`src/rtl/mac_result_encoder_if.sv`:
```
// ============================================================================
// Module      : mac_result_encoder_if
// Description : Handshake bundle for the SD4 MAC result encoder.
//               Input side : in_valid/in_ready, acc_in, exp_max_in, exp_bias_in
//               Output side: out_valid/out_ready, image_out, ovf, unf
//               master = transaction source and result sink
//               slave  = the encoder itself
// Revision    : 1.0 - initial release
// ============================================================================
`default_nettype none

interface mac_result_encoder_if #(
  parameter int ACC_W = 12
);
  logic             in_valid;
  logic             in_ready;
  logic [ACC_W-1:0] acc_in;
  logic [4:0]       exp_max_in;
  logic [4:0]       exp_bias_in;
  logic             out_valid;
  logic             out_ready;
  logic [7:0]       image_out;
  logic             ovf;
  logic             unf;

  modport master (
    output in_valid, acc_in, exp_max_in, exp_bias_in, out_ready,
    input  in_ready, out_valid, image_out, ovf, unf
  );

  modport slave (
    input  in_valid, acc_in, exp_max_in, exp_bias_in, out_ready,
    output in_ready, out_valid, image_out, ovf, unf
  );
endinterface

`default_nettype wire

```
`src/rtl/mac_result_encoder.sv`:
```
// ============================================================================
// Module      : mac_result_encoder
// Description : Packs a signed fixed-point accumulator result into the 8-bit
//               activation format {sign, exp[3:0], mant[2:0]} (hidden leading
//               one, all-zero [6:0] = zero). Normalisation shifts the
//               magnitude left one bit per cycle until the MSB is set.
// Ports       : clk  - clock, rising edge
//               rst  - synchronous active-low reset
//               bus  - mac_result_encoder_if.slave (input and output
//                      valid/ready handshakes, operands, encoded result, flags)
// Revision    : 1.0 - initial release
// ============================================================================
`default_nettype none

module mac_result_encoder #(
  parameter int ACC_W  = 12,
  parameter int FRAC_W = 6
) (
  input logic                clk,
  input logic                rst,
  mac_result_encoder_if.slave bus
);

  // Shift count never exceeds ACC_W-1, so clog2(ACC_W) bits hold it.
  localparam int CNT_W = $clog2(ACC_W);

  typedef enum logic [1:0] {
    IDLE = 2'd0,
    NORM = 2'd1,
    PACK = 2'd2,
    DONE = 2'd3
  } state_t;

  state_t           r_state;
  state_t           w_state_next;
  logic             w_in_ready;
  logic             w_out_valid;

  logic             r_sign;
  logic [ACC_W-1:0] r_mag;
  logic [CNT_W-1:0] r_cnt;
  logic [4:0]       r_exp_max;
  logic [4:0]       r_exp_bias;
  logic [7:0]       r_image;
  logic             r_ovf;
  logic             r_unf;

  logic [ACC_W-1:0] w_abs;
  logic [2:0]       w_mant;
  logic [7:0]       w_e;
  logic             w_e_neg;
  logic             w_e_big;

  // Two's complement magnitude; the most negative input maps to 2^(ACC_W-1),
  // which is still representable as an unsigned ACC_W-bit value.
  assign w_abs = bus.acc_in[ACC_W-1] ? (~bus.acc_in + ACC_W'(1)) : bus.acc_in;

  // Bits just below the leading one (which sits at the MSB after NORM).
  assign w_mant = r_mag[ACC_W-2:ACC_W-4];

  // e = exp_max + p - FRAC_W - exp_bias with p = ACC_W-1-cnt, in 8-bit
  // two's complement. Operand ranges keep the true value within +/-127.
  assign w_e = {3'b000, r_exp_max} + 8'(ACC_W - 1) - 8'(r_cnt)
             - 8'(FRAC_W) - {3'b000, r_exp_bias};
  assign w_e_neg = w_e[7];
  assign w_e_big = !w_e[7] && (w_e[6:4] != 3'b000);

  // --------------------------------------------------------------------------
  // State register
  // --------------------------------------------------------------------------
  always_ff @(posedge clk) begin
    if (!rst) begin
      r_state <= IDLE;
    end else begin
      r_state <= w_state_next;
    end
  end

  // --------------------------------------------------------------------------
  // Next state and handshake outputs
  // --------------------------------------------------------------------------
  always_comb begin
    w_state_next = r_state;
    w_in_ready   = 1'b0;
    w_out_valid  = 1'b0;
    case (r_state)
      IDLE: begin
        w_in_ready = 1'b1;
        if (bus.in_valid) begin
          w_state_next = (w_abs == '0) ? PACK : NORM;
        end
      end
      NORM: begin
        if (r_mag[ACC_W-1]) begin
          w_state_next = PACK;
        end
      end
      PACK: begin
        w_state_next = DONE;
      end
      DONE: begin
        w_out_valid = 1'b1;
        if (bus.out_ready) begin
          w_state_next = IDLE;
        end
      end
      default: begin
        w_state_next = IDLE;
      end
    endcase
  end

  // --------------------------------------------------------------------------
  // Datapath: capture, normalise, pack. The result registers are written only
  // in PACK so they hold their value through DONE and the following IDLE.
  // --------------------------------------------------------------------------
  always_ff @(posedge clk) begin
    if (!rst) begin
      r_sign     <= 1'b0;
      r_mag      <= '0;
      r_cnt      <= '0;
      r_exp_max  <= 5'd0;
      r_exp_bias <= 5'd0;
      r_image    <= 8'h00;
      r_ovf      <= 1'b0;
      r_unf      <= 1'b0;
    end else begin
      case (r_state)
        IDLE: begin
          if (bus.in_valid) begin
            r_sign     <= bus.acc_in[ACC_W-1];
            r_mag      <= w_abs;
            r_cnt      <= '0;
            r_exp_max  <= bus.exp_max_in;
            r_exp_bias <= bus.exp_bias_in;
          end
        end
        NORM: begin
          if (!r_mag[ACC_W-1]) begin
            r_mag <= r_mag << 1;
            r_cnt <= r_cnt + CNT_W'(1);
          end
        end
        PACK: begin
          if (r_mag == '0) begin
            r_image <= 8'h00;
            r_ovf   <= 1'b0;
            r_unf   <= 1'b0;
          end else if (w_e_big) begin
            r_image <= {r_sign, 4'hF, 3'b111};
            r_ovf   <= 1'b1;
            r_unf   <= 1'b0;
          end else if (w_e_neg || ((w_e == 8'd0) && (w_mant == 3'b000))) begin
            // e==0 with mant==0 would alias the zero encoding, so flush it.
            r_image <= 8'h00;
            r_ovf   <= 1'b0;
            r_unf   <= 1'b1;
          end else begin
            r_image <= {r_sign, w_e[3:0], w_mant};
            r_ovf   <= 1'b0;
            r_unf   <= 1'b0;
          end
        end
        default: begin
        end
      endcase
    end
  end

  assign bus.in_ready  = w_in_ready;
  assign bus.out_valid = w_out_valid;
  assign bus.image_out = r_image;
  assign bus.ovf       = r_ovf;
  assign bus.unf       = r_unf;

endmodule

`default_nettype wire

```
`src/flat_wrapper.sv`:
```
// flat-port wrapper written by rule: the top's interface ports become plain ports
module mac_result_encoder_flat 
#(
  parameter int ACC_W  = 12,
  parameter int FRAC_W = 6
)
  (clk, rst, bus_in_valid, bus_acc_in, bus_exp_max_in, bus_exp_bias_in, bus_out_ready, bus_in_ready, bus_out_valid, bus_image_out, bus_ovf, bus_unf);
  mac_result_encoder_if #(.ACC_W(ACC_W)) bus_i ();
  input logic clk;
  input logic rst;
  input wire logic [$bits(bus_i.in_valid)-1:0] bus_in_valid;
  input wire logic [$bits(bus_i.acc_in)-1:0] bus_acc_in;
  input wire logic [$bits(bus_i.exp_max_in)-1:0] bus_exp_max_in;
  input wire logic [$bits(bus_i.exp_bias_in)-1:0] bus_exp_bias_in;
  input wire logic [$bits(bus_i.out_ready)-1:0] bus_out_ready;
  output wire logic [$bits(bus_i.in_ready)-1:0] bus_in_ready;
  output wire logic [$bits(bus_i.out_valid)-1:0] bus_out_valid;
  output wire logic [$bits(bus_i.image_out)-1:0] bus_image_out;
  output wire logic [$bits(bus_i.ovf)-1:0] bus_ovf;
  output wire logic [$bits(bus_i.unf)-1:0] bus_unf;
  assign bus_i.in_valid = bus_in_valid;
  assign bus_i.acc_in = bus_acc_in;
  assign bus_i.exp_max_in = bus_exp_max_in;
  assign bus_i.exp_bias_in = bus_exp_bias_in;
  assign bus_i.out_ready = bus_out_ready;
  assign bus_in_ready = bus_i.in_ready;
  assign bus_out_valid = bus_i.out_valid;
  assign bus_image_out = bus_i.image_out;
  assign bus_ovf = bus_i.ovf;
  assign bus_unf = bus_i.unf;
  mac_result_encoder #(.ACC_W(ACC_W), .FRAC_W(FRAC_W)) u_core (.clk(clk), .rst(rst), .bus(bus_i));
endmodule
```
`config.mk`:
```
export PLATFORM = sky130hd
export DESIGN_NAME = mac_result_encoder_flat
export DESIGN_NICKNAME = d
export VERILOG_FILES = /design/src/rtl/mac_result_encoder_if.sv /design/src/rtl/mac_result_encoder.sv /design/src/flat_wrapper.sv
export SDC_FILE = /design/constraint.sdc
export NUM_CORES = 1
export LEC_CHECK = 0
export ABC_AREA = 1
export CAP_MARGIN = 20
export CORE_MARGIN = 1.5
export CORE_UTILIZATION = 55
export DETAILED_ROUTE_END_ITERATION = 10
export GPL_ROUTABILITY_DRIVEN = 1
export PLACE_DENSITY_LB_ADDON = 0.08
export SYNTH_ARGS = -nofsm -noshare
export SYNTH_HDL_FRONTEND = slang
export SYNTH_SLANG_ARGS = --single-unit
export TNS_END_PERCENT = 5
```
`constraint.sdc`:
```
create_clock -name clk -period 7.17 [get_ports clk]
set_clock_uncertainty 0.1 [all_clocks]
set_input_delay 1.0755 -clock clk [delete_from_list [all_inputs] [get_ports clk]]
set_output_delay 1.0755 -clock clk [all_outputs]
set_load 0.005 [all_outputs]
```
# Word-level counts from Yosys, hierarchy flattened
# Cells that the tools add are included.
classes:
  eq_ne: 7
  n_shift: 0
  n_bitwise: 1
  mux: 22
  div_mod_pow: 0
  n_lt_le_gt_ge: 0
  n_addsub: 6
  n_reduce_logical: 15
  multipliers: 0
ops:
  columns: ["op", "n"]
  rows:
  - ["$mux W12", 3]
  - ["$logic_not A12 Y1", 2]
  - ["$mux W8", 3]
  - ["$pmux W12 S2", 1]
  - ["$add A12 B1 Y12 const B", 1]
  - ["$not A12 Y12", 1]
  - ["$logic_not A8 Y1", 1]
  - ["$mux W2", 4]
  - ["$mux W4", 2]
  - ["$pmux W2 S4", 1]
  - ["$pmux W4 S2", 1]
  - ["$sub A8 B3 Y8 const B", 1]
  - ["$sub A8 B4 Y8", 1]
  - ["$sub A8 B5 Y8", 1]
  - ["$mux W1", 7]
  - ["$add A5 B4 Y6 const B", 1]
  - ["$ne A2 B2 Y1 const B", 3]
  - ["$reduce_and A3 Y1", 2]
  - ["$add A4 B1 Y4 const B", 1]
  - ["$eq A2 B2 Y1 const B", 2]
  - ["$reduce_and A2 Y1", 2]
  - ["$logic_not A3 Y1", 1]
  - ["$reduce_bool A3 Y1", 1]
  - ["$eq A2 B1 Y1 const B", 1]
  - ["6 further kinds", 7]
word_totals:
  output_inout_bits: 12
  inputBits: 26
  wordCells: 61
  latch_bits: 0
  ram_bits: 0
  mem_count: 0
  reg_bits: 39
  mem_bits_ro: 0

# Logic depth before layout (Yosys ltp)
# Gate-level depths: netlist (run 1).
depth:
  word_depth: 10
  depth_mapped: 15
  ltp_nobuf: 15

# Worst setup path after synthesis (run 1)
# Ideal clock, no wire load.
synth_path:
  path_kind: "register -> register"
  start: "register u_core.r_exp_max[0]"
  end: "register u_core.r_image[1] (netlist: u_core.bus.image_out[1])"
  path_buffers: 0
  stages_incl_launch_ff: 15
  t_arrival_ns: 2.785
  setup_time_ns: 0.134
  setup_slack_ns: 4.151
  period_less_slack_ns: 3.019
  path_cell_list: "dfxtp_1 -> inv_1 -> ha_1 -> inv_1 -> fa_1 -> fa_1 -> ha_1 -> fa_1 -> xor2_1 -> a21oi_1 -> nand2_1 -> nand2_4 -> inv_1 -> a21oi_1 -> a21oi_1"
synth_between:
  elab_chain_cells: 10
  word_cells_on_any_way: 13
  cone_classes: "4 x add/sub; 3 x mux; 6 x reduce/logical"
synth_rtl:
  columns: ["element", "line_no", "rtl"]
  rows:
  - ["start, declared", "mac_result_encoder.sv:42", "logic [4:0] r_exp_max;"]
  - ["start signal, assigned", "mac_result_encoder.sv:134", "r_exp_max <= bus.exp_max_in;"]
  - ["$add A5 B4 Y6 (*)", "mac_result_encoder.sv:63", "assign w_e = {3'b000, r_exp_max} + 8'(ACC_W - 1) - 8'(r_cnt)"]
  - ["$sub A8 B4 Y8 (*)", "mac_result_encoder.sv:63", null]
  - ["$sub A8 B3 Y8 (*)", "mac_result_encoder.sv:64", "- 8'(FRAC_W) - {3'b000, r_exp_bias};"]
  - ["$sub A8 B5 Y8 (*)", "mac_result_encoder.sv:64", null]
  - ["$logic_not A8 Y1", "mac_result_encoder.sv:153", "end else if (w_e_neg || ((w_e == 8'd0) && (w_mant == 3'b000))) begin"]
  - ["$logic_and A1 B1 Y1", "mac_result_encoder.sv:153", null]
  - ["$logic_or A1 B1 Y1", "mac_result_encoder.sv:153", null]
  - ["$mux W8", "mac_result_encoder.sv:153", null]
  - ["$mux W8 (*)", "mac_result_encoder.sv:149", "end else if (w_e_big) begin"]
  - ["$mux W8 (*)", "mac_result_encoder.sv:145", "if (r_mag == '0) begin"]
  - ["end signal, assigned", "mac_result_encoder.sv:150", "r_image <= {r_sign, 4'hF, 3'b111};"]
  - ["end signal, assigned", "mac_result_encoder.sv:159", "r_image <= {r_sign, w_e[3:0], w_mant};"]
  - ["end, declared", "mac_result_encoder.sv:44", "logic [7:0] r_image;"]
# Every way passes the cells marked *; elsewhere a longest branch is shown, timed or not.
# A chain may end at the register's enable or synchronous reset.

# Worst setup path in the final report (run 1)
# Ends and elaborated chain as after synthesis.

==> flow_summary.yaml, run 1 <==
outcome:
  outcome: "finished, final reports clean"
die:
  core_region_area_mm2: 0.004086
  die_area_mm2: 0.004776
  pin_count: 38
  std_cell_rows: 23
  die_x_um: 69.11
  start_util: 0.5882
  die_h_um: 69.11
finish:
  multi_input_area_mm2: 0.001398
  num_antenna_cells: 0
  area_delta_synth_final_pct: 20.46
  fin_util: 0.7085
  drive_gt1_frac: 0.07239
  final-seq-area_um2: 780.7
  nNetsFinal: 418
  fillCellCount: 362
route:
  antenna_left: 0
  vias: 2280
  drc: 0
  first_pass_iters: 4
  vias_per_cell: 5.390
  wl_per_cell_um: 12.57
  drtIter0Drc: 115
  wirelength_mm: 5.318
synthesis:
  yosysMostFrequentCell: "nand2_1"
  synth_top_flop_cell: "dfxtp_1"
  synth_largest_area_cell: "dfxtp_1"
  synthCells: 338
  yosysTopAreaCellShare: 0.3248
  synth_seq_cells: 39
  synth_edf_count: 0
  postSynth.asyncResetShare: 0
  syn-cell-area_mm2: 0.002404
  ys_seq_area_frac: 0.3248
  yosys-top-cells-area: "dfxtp_1, a21oi_1, nand2_1"
  avgSynthCellArea_um2: 7.111
  syn_nets: 384
  ys_warn_count: 0
  ys_types: 31
  yosys-top-cells-count: "nand2_1, a21oi_1, inv_1"
timing:
  post-route-period-util: 0.4515
  fin_crit_ps: 3237
  timing.setup.tns_ps: 0
  final_max_slew_viol_count: 0
  max_freq_mhz: 308.9
  hold_viol: 0
  setup_viol: 0
  worst_pin_slew_ps: 852.1
  max-slew-margin-rel: 0.4298
  setup_ws_ps: 3933
  rsz0062_at_grt: "no"
global_route:
  track_usage: 0.2415
  grt_pass1_wl_mm: 9.625
  grt_max_degree: 26
  grt_overflow: 0
  antenna_found_initial: 0
  grt_pass1_vias: 2233
clock_tree:
  cts_buffer_depth: 2
  clock_latency_ps: 300
  holdBufCountCts: 0
  clk_pin_slew_ps: 80
  cts_resized: 0
  postCtsSetupBuffers: 0
  clock-sinks: 39
  h-tree-depth: 2
  cts_buffers: 5
  tritoncts: "yes"
  clockRootBuffer: "clkbuf_8"
setup_path:
  critPathKind: "reg -> reg"
  start_kind: "flip-flop"
  worstPathArrival_ps: 3300
  cp_max_fo: 7
  cp.required_ps: 7240
  critPathCaptureType: "flip-flop"
pwr:
  p_total_w: 0.001165
  powerDensity_mw_per_mm2: 402.4
  p_leak_nw: 1.254
  ir_drop_uv: 280.8
min_path:
  hold_class: "reg -> reg"
placed_design:
  io_buffers: 37
  place_ws_ps: 3969
  routabilityCongestion: 0.8479
  hpwlAfterDp_mm: 4.070
job:
  maxCapViolCount: 0
state kept, by name, indices dropped and copies added, names as in the netlist:
| register | count |
|---|---|
| u_core.r_sign | 1 |
| u_core.r_exp_bias | 5 |
| u_core.bus.unf | 1 |
| u_core.r_exp_max | 5 |
| u_core.bus.image_out | 8 |
| u_core.bus.ovf | 1 |
| u_core.r_cnt | 4 |
| u_core.r_mag | 12 |
| u_core.r_state | 2 |
metal layers:
metal / share of wire / GRT usage / routed length (um)
met3: 0.041 / 0.03947 / 219
met2: 0.50 / 0.4284 / 2673
met1: 0.44 / 0.2954 / 2326
met4: 0.018 / 0.08061 / 98
met5: 0 / 0 / 0
critical path, stage by stage, from the launching register on:
cell	delay (ps)
dfxtp_1	340
inv_1	90
ha_1	280
inv_1	40
fa_1	380
fa_1	480
ha_1	240
fa_1	400
xor2_1	150
a21oi_1	110
nand2_1	110
nand2_4	120
inv_1	60
a21oi_1	110
a21oi_1	70
area by class of cell:
type / instances / share of cell area
clock buffers: 7 / 0.03328
clock inverters: 1 / 0.002593
inverters: 48 / 0.06223
multi-input cells: 241 / 0.4827
flip-flops and latches: 39 / 0.2697
well taps: 50 / 0.02161
repair buffers: 37 / 0.1279
placed cells by master, fill, tap and decap left out, types with 2 or more instances in the layout:
cell type	n
a211oi_1	2
a21oi_1	46
a22oi_1	4
a31oi_1	2
clkbuf_8	7
clkdlybuf4s50_1	37
dfxtp_1	39
fa_1	6
ha_1	14
inv_1	45
inv_2	3
nand2_1	55
nand2_2	5
nand3_1	26
nor2_1	30
nor2_2	3
o21ai_0	28
o21ai_2	3
xnor2_1	3
xor2_1	5
kinds of logic (layout without fill, tap and decap cells):
kind of cell | Yosys count | in the layout | share of synthesized area
and+or+nand+nor | 123 | 123 | 0.2212
AOI/OAI and AO/OA | 90 | 90 | 0.2082
buffers and inverters | 58 | 93 | 0.09370
DFF | 39 | 39 | 0.3248
adders and majority gates | 20 | 20 | 0.1229
xor gates and xnor gates | 8 | 8 | 0.02915
power breakdown:
part / switching (W) / total, W / internal (W) / leakage [nW]
Sequential: 0.0000557 / 0.000349 / 0.000293 / 0.320
Clock: 0.0000801 / 0.000168 / 0.0000875 / 0.0505
Combinational: 0.000383 / 0.000649 / 0.000266 / 0.884
Total: 0.000519 / 0.00117 / 0.000646 / 1.25
stage by stage:
| step | hold WS (ps) | std cells | area (um2) |
|---|---|---|---|
| final | 371.1 | 423 | 2895 |
| after global routing | 395.5 | 423 | 2895 |
| after CTS | 372.4 | 423 | 2895 |
| after detailed placement | 361.4 | 415 | 2791 |
| after global placement | 358.9 | 415 | 2791 |
| after floorplan | 344.0 | 338 | 2404 |
worst paths after layout:
| kind | from | endpoint | slack (ps) | cells past startpoint |
|---|---|---|---|---|
| max | u_core.r_exp_max[0] | u_core.bus.image_out[1] | 3930 | 14 |
| min | u_core.bus.ovf | u_core.bus.ovf | 370 | 2 |
| max reg2reg | u_core.r_exp_max[0] | u_core.bus.image_out[1] | 3930 | 14 |
| min reg2reg | u_core.bus.ovf | u_core.bus.ovf | 370 | 2 |
No activity file was read; power rests on OpenSTA's default activity.
==> run 2: changes to the inputs <==
CORE_UTILIZATION = 49   (was 55)
clock period = 2.8 ns   (was 7.17 ns; I/O delays follow)
==> run 2 against run 1 <==
  * The flow now finishes with violations (negative setup slack)
  * Critical path type unchanged
  * Sequential share of layout area down 1.7 points
  * Sequential power grew to 2.6 times the previous value
  * Largest power group unchanged
  * Register-to-register slack lost 4100 ps
  * Wire length up 4.8%
  * Die area grew 12%
  * Maximum frequency up 9.0%
  * Highest routed layer unchanged
==> flow_summary.yaml, run 2 (same netlist as run 1, synthesis figures left out) <==
setup_path:
  start_kind: "flip-flop"
  cp_max_fo: 3
  r2r_slack_ps: -170
  startpoint: "u_core.r_exp_max[1]"
  reg2reg_depth: 14
  r2r_end: "u_core.bus.image_out[1]"
  cp.required_ps: 2860
  r2r_start: "u_core.r_exp_max[1]"
  worstPathArrival_ps: 3030
  critPathKind: "reg -> reg"
  critPathCaptureType: "flip-flop"
clock_tree:
  clockRootBuffer: "clkbuf_8"
  tritoncts: "yes"
  clock-sinks: 39
  clock_latency_ps: 300
  h-tree-depth: 2
  cts_buffer_depth: 2
  clk_pin_slew_ps: 90
  holdBufCountCts: 0
  cts_buffers: 5
timing:
  post-route-period-util: 1.061
  setup_ws_ps: -170.8
  fin_crit_ps: 2971
  max-slew-margin-rel: 0.6362
  final_max_slew_viol_count: 0
  hold_viol: 0
  setup_viol: 10
  worst_pin_slew_ps: 545.1
  holdWs_ps: 368.0
  max_freq_mhz: 336.6
  rsz0062_at_grt: "yes"
global_route:
  grt_pass1_vias: 2165
  grt_pass1_wl_mm: 9.522
  grt_overflow: 0
  grt_busiest_layer: "met2"
  grt_max_degree: 25
  antenna_found_initial: 0
  track_usage: 0.2291
  grt_use_met3: 0.03729
  grt_use_met2: 0.4141
  use_met1: 0.2810
finish:
  area_delta_synth_final_pct: 28.74
  drive_gt1_frac: 0.1347
  nNetsFinal: 431
  final_common_cell: "nand2_1"
  num_antenna_cells: 0
  fillCellCount: 440
  largest_reg_flops: 12
  max_flop_register: "u_core.r_mag"
  final_cell_mix: "nand2_1, a21oi_1, inv_1, clkdlybuf4s50_1, dfxtp_1"
pwr:
  powerDensity_mw_per_mm2: 1104
  p_total_w: 0.003415
  p_leak_nw: 1.338
  ir_drop_uv: 510.0
min_path:
  hold_class: "reg -> reg"
  whs_path_depth: 2
  hold_start: "u_core.bus.ovf"
  whs_endpoint: "u_core.bus.ovf"
outcome:
  outcome: "complete, but fails checks"
  violations: "negative setup slack"
route:
  drtIter0Drc: 114
  vias: 2299
  wl_per_cell_um: 12.30
  antenna_left: 0
  first_pass_iters: 4
  wirelength_mm: 5.571
  vias_per_cell: 5.075
  drc: 0
die:
  std_cell_rows: 25
  start_util: 0.5089
  die_area_mm2: 0.005334
  die_h_um: 73.04
  core_region_area_mm2: 0.004723
  pin_count: 38
  die_x_um: 73.04
placed_design:
  io_buffers: 37
  routabilityCongestion: 0.8390
  hpwlAfterDp_mm: 4.215
job:
  maxCapViolCount: 0
run 2: power breakdown:
group          total (W)  internal [W]  switching [W]
combinational    0.00195      0.000864        0.00109
sequential      0.000894      0.000751       0.000143
clock           0.000567      0.000356       0.000211
total            0.00342       0.00197        0.00144
run 2: worst max-delay path by stage:
stage | to | slack, ps | depth (start not counted)
CTS | u_core.bus.image_out[7] | -170 | 11
global route | u_core.bus.image_out[1] | -320 | 14
global placement | u_core.bus.image_out[1] | -120 | 14
finish | u_core.bus.image_out[1] | -170 | 14
floorplan | u_core.bus.image_out[1] | -70 | 14
detailed placement | u_core.bus.image_out[7] | -200 | 11
run 2: repair_timing:
| action | 4_1_cts | 5_1_grt |
|---|---|---|
| buffers inserted | 0 | 1 |
| setup endpoints to repair | 10 | 10 |
| pin swaps | 2 | 1 |
| gates resized for setup | 9 | 1 |
run 2: metrics by stage:
step                TNS (ps)  cells  setup WS (ps)  cell area [um2]    util
finish                 -1281    453         -170.8             3094  0.6551
global route           -2731    453         -318.3             3094  0.6551
CTS                    -1132    452         -165.5             3083  0.6527
detailed placement     -1380    444         -200.2             2918  0.6177
global placement      -749.4    444         -118.1             2918  0.6177
floorplan             -181.1    338         -66.84             2419       -
run 2: layer usage:
layer / part of all wire / up-vias
li1: - / 1199
met1: 0.46 / 1061
met2: 0.51 / 32
met3: 0.025 / 7
met4: 0.010 / 0
met5: 0 / -
run 2: area by class of cell:
class | instances | area (um2) | area share
clock inverter | 3 | 67.56 | 0.02184
sequential | 39 | 783.3 | 0.2531
timing repair buffer | 50 | 467.9 | 0.1512
inverter | 48 | 180.2 | 0.05823
clock buffer | 5 | 68.82 | 0.02224
tap | 67 | 83.83 | 0.02709
multi-input combinational | 241 | 1443 | 0.4662
run 2: worst max-delay path, cell delays in order (launching register included):
cell,delay [ps]
dfxtp_2,340
inv_2,50
ha_4,250
inv_2,30
fa_2,340
fa_2,450
ha_2,210
fa_2,350
xor2_1,150
a21oi_1,110
nand2_1,110
nand2_4,100
inv_1,60
a21oi_1,110
a21oi_1,70
